File: src/rtl/ula_arbiter.sv
// Round-robin arbiter sharing one combinational ULA between two requesters.
// Operands are registered toward the ULA; the result is captured one cycle later.
module ula_arbiter #(
   parameter int ULA_OP = 3,
   parameter int BITS   = 8
) (
   input  logic              clk_in,
   input  logic              rst_in,
   input  logic              req0_valid_in,
   input  logic [ULA_OP-1:0] req0_op_in,
   input  logic [BITS-1:0]   req0_a_in,
   input  logic [BITS-1:0]   req0_b_in,
   output logic              req0_ready_out,
   output logic              req0_done_out,
   input  logic              req1_valid_in,
   input  logic [ULA_OP-1:0] req1_op_in,
   input  logic [BITS-1:0]   req1_a_in,
   input  logic [BITS-1:0]   req1_b_in,
   output logic              req1_ready_out,
   output logic              req1_done_out,
   output logic [BITS-1:0]   result_out,
   output logic              busy_out,
   output logic [ULA_OP-1:0] ula_op_out,
   output logic [BITS-1:0]   ula_a_out,
   output logic [BITS-1:0]   ula_b_out,
   input  logic [BITS-1:0]   ula_result_in
);

   typedef enum logic {IDLE, EXEC} state_t;

   state_t state;
   logic   last_grant;
   logic   sel;
   logic   accept;

   // sel: 0 picks requester 0, 1 picks requester 1; only the other one when both contend
   always_comb begin
      sel = 1'b0;
      if (req0_valid_in && req1_valid_in)
         sel = ~last_grant;
      else if (req1_valid_in)
         sel = 1'b1;
      accept         = (state == IDLE) && !rst_in && (req0_valid_in || req1_valid_in);
      req0_ready_out = accept && !sel;
      req1_ready_out = accept && sel;
   end

   assign busy_out = (state == EXEC);

   always_ff @(posedge clk_in) begin
      if (rst_in) begin
         state         <= IDLE;
         last_grant    <= 1'b1;
         result_out    <= '0;
         req0_done_out <= 1'b0;
         req1_done_out <= 1'b0;
         ula_op_out    <= '0;
         ula_a_out     <= '0;
         ula_b_out     <= '0;
      end else begin
         case (state)
            IDLE: begin
               req0_done_out <= 1'b0;
               req1_done_out <= 1'b0;
               if (accept) begin
                  ula_op_out <= sel ? req1_op_in : req0_op_in;
                  ula_a_out  <= sel ? req1_a_in  : req0_a_in;
                  ula_b_out  <= sel ? req1_b_in  : req0_b_in;
                  last_grant <= sel;
                  state      <= EXEC;
               end
            end
            EXEC: begin
               // last_grant still names the requester whose operands are at the ULA
               result_out    <= ula_result_in;
               req0_done_out <= ~last_grant;
               req1_done_out <= last_grant;
               state         <= IDLE;
            end
            default: state <= IDLE;
         endcase
      end
   end

endmodule
File: config.mk
export PLATFORM = sky130hd
export DESIGN_NAME = ula_arbiter
export DESIGN_NICKNAME = d
export VERILOG_FILES = /design/src/rtl/ula_arbiter.sv
export SDC_FILE = /design/constraint.sdc
export NUM_CORES = 1
export LEC_CHECK = 0
export BUFFER_PORTS_ARGS = -buffer_cell sky130_fd_sc_hd__buf_4
export CAP_MARGIN = 20
export CORE_MARGIN = 3
export CORE_UTILIZATION = 40
export CTS_CLUSTER_DIAMETER = 120
export CTS_CLUSTER_SIZE = 28
export DETAILED_ROUTE_END_ITERATION = 8
export PLACE_DENSITY = 0.75
export SYNTH_ARGS = -nofsm -noshare
export SYNTH_HDL_FRONTEND = slang
export SYNTH_SLANG_ARGS = --single-unit
File: constraint.sdc
create_clock -name clk_in -period 3 [get_ports clk_in]
set_input_delay 0.15 -clock clk_in [delete_from_list [all_inputs] [get_ports clk_in]]
set_output_delay 0.15 -clock clk_in [all_outputs]
set_load 0.02 [all_outputs]
==> run_results.csv <==
group,metric,value,unit
run_status,status,"finished, final reports clean",
floorplan,core_area,0.00310,mm2
final_layout,drive_gt1_frac,0.405,
place,gp_congestion,0.694,
power,power_leakage,0.866,nW
worst_setup_path,r2r-end,"last_grant",
place,io_buffers,81,
worst_setup_path,end_kind,"output pin",
timing,finalHoldViolations,0,
yosys,async_flop_share,0,
timing,timing.fmax,0.446,GHz
global_routing,grt_use_total,0.197,
hold_path,hold_path_class,"primary input to flop",
global_routing,grt_pass1_vias,1453,
floorplan,die_y,63.7,um
timing,min_period_over_period,0.748,
route,drtPass1Iterations,4,
timing,rsz0062_at_grt,"false",
place,place_inst,263,
power,p_per_area,500,mW/mm2
route,ant_nets,0,
clocking,clk_transition_reported_paths,0.09,ns
worst_setup_path,path_cells,"nor2_1 -> buf_4 -> and3_1 -> buf_4",
timing,tightest_slew,0.773,ns
final_layout,stdcell_count,271,
worst_setup_path,ff2ff_path_depth,4,
floorplan,io_pins,82,
yosys,syn-cell-area,0.00133,mm2
global_routing,grt_pass1_wl,6380,um
place,dp_hpwl,2870,um
global_routing,grt_start_max_net_pins,34,
floorplan,initial_core_util,0.429,
power,peakVddDrop,0.231,mV
final_layout,layout_commonest_cell,"buf_4",
clocking,cts_sinks,31,
worst_setup_path,critical-path-slowest-cell,"nor2_1",
worst_setup_path,crit_family,"simple AND/OR/NAND/NOR gates",
yosys,ys_seq_elements,31,
yosys,ys_dominant_reg_cell,"dfxtp_1",
route,wl_per_cell,14.6,um
yosys,yosys.area.top_type,"dfxtp_1",
run,cap_violations,0,
yosys,synth_top_area_share,0.466,
yosys,synth_edf_count,0,
floorplan,die-width,63.7,um
floorplan,die_area,0.00406,mm2
route,routed_wl,3950,um
global_routing,antenna_found_initial,0,
hold_path,min_from,"ula_result_in[4]",
clocking,postCtsSetupRepairBufs,0,
route,viasPerCell,5.42,
clocking,numCtsBuffers,5,
worst_setup_path,startpoint_type,"flop",
worst_setup_path,cp.required,2.85,ns
clocking,cts_root_buffer,"clkbuf_4",
clocking,holdBufCountCts,0,
floorplan,rows,20,
route,num_vias,1470,
final_layout,synthToLayoutAreaGrowth,51.0,%
yosys,syn_area_per_cell,8.71,um2
yosys,yosysWarnings,0,
yosys,netlist_instances,153,
timing,tns,0,ns
final_layout,final_cell_mix,"buf_4, dfxtp_1",
hold_path,hold_end,"result_out[4]",
clocking,clock_latency,0.33,ns
worst_setup_path,r2r_start,"busy_out",
worst_setup_path,crit_buf_inv,2,
worst_setup_path,critical_path_class,"flop to output pin",
route,drc,0,
worst_setup_path,r2r_slack,1.03,ns
yosys,ys_seq_area_frac,0.466,
timing,setup_viol,0,
worst_setup_path,cp.arrival,2.09,ns
worst_setup_path,cpMostUsedCell,"buf_4",
timing,drv_slew,0,
clocking,htree_levels,2,
hold_path,holdPathStages,3,
clocking,postCtsResizedCells,0,
timing,fin_worst_skew,0.00790,ns
clocking,clk_path_buf_depth,2,
final_layout,diodes,0,
worst_setup_path,critPathMaxFanout,14,
yosys,synthTopCellsByArea,"dfxtp_1, a31oi_1, nand4_1, nand3_1, o21ai_1",
yosys,syn_nets,203,
final_layout,fin_nets,276,
timing,relSlewSlack,0.484,
route,drtIter0Drc,63,
global_routing,grt_overflow,0,
clocking,cts_tree,"done",
timing,fin_crit,2.24,ns
worst_setup_path,slowest_delay,0.62,ns
yosys,ys_types,20,
cell usage after synthesis, drive strengths merged (2+ instances only):
cell	n
o21ai	20
a31oi	19
buf	13
and3	2
mux2i	8
nand3	19
nor3b	2
clkbuf	4
nor2	11
dfxtp	31
nand4	19
stage by stage:
step           hold slack, ns  cell area [um2]  utilization  power, mW  worst slack [ns]
4_1_cts                0.0383             2010        0.648       1.02             0.752
5_1_grt                0.0451             2010        0.648       1.05             0.591
2_1_floorplan           0.254             1330            -      0.575              1.66
6_report               0.0519             2010        0.648       1.01             0.756
3_5_place_dp            0.396             1930        0.621      0.680              1.02
3_3_place_gp            0.387             1930        0.621      0.675              1.08
cell type report:
class,instances,area [um2]
clock inverter,2,35.0
tap,44,55.1
fill,272,1090
clock buffer,6,51.3
multi-input combinational,105,627
timing repair buffer,83,623
sequential,31,621
worst max path at each step:
stage | start | to | slack (ns) | cells past startpoint
after floorplan | busy_out | last_grant | 1.66 | 3
after global placement | busy_out | last_grant | 1.08 | 4
after detailed placement | busy_out | last_grant | 1.02 | 4
after CTS | busy_out | req1_ready_out | 0.75 | 4
after global routing | busy_out | req1_ready_out | 0.59 | 4
final | busy_out | req1_ready_out | 0.76 | 4
report_power, final:
| part | internal [mW] | switching, mW |
|---|---|---|
| registers | 0.437 | 0.0189 |
| clock network | 0.197 | 0.139 |
| logic | 0.103 | 0.110 |
| total | 0.737 | 0.268 |
registers in the layout, indices dropped and copies added, names as in the netlist:
register / flops
busy_out: 1
last_grant: 1
req0_done_out: 1
req1_done_out: 1
result_out: 8
ula_a_out: 8
ula_b_out: 8
ula_op_out: 3
cells by family (layout without fill, tap and decap cells):
logic type | count (synthesis) | count (layout) | share of synthesized area
AO/OA/AOI/OAI | 39 | 39 | 0.164
buffers and inverters | 17 | 91 | 0.0638
flip-flops | 31 | 31 | 0.466
multiplexers | 8 | 8 | 0.0601
AND/OR/NAND/NOR | 58 | 58 | 0.246
routing by layer:
metal	track usage	wire length (um)
met1	0.207	1600
met2	0.356	1980
met3	0.0660	332
met4	0.0809	32
met5	0	0
worst reg2reg max path, delay by kind of cell, from the launching register on:
kind | cells | cell delay [ns]
AND/OR/NAND/NOR | 3 | 0.87
buffers and inverters | 1 | 0.26
flip-flops | 1 | 0.74
Note: power is estimated with default switching activity, not from simulation.
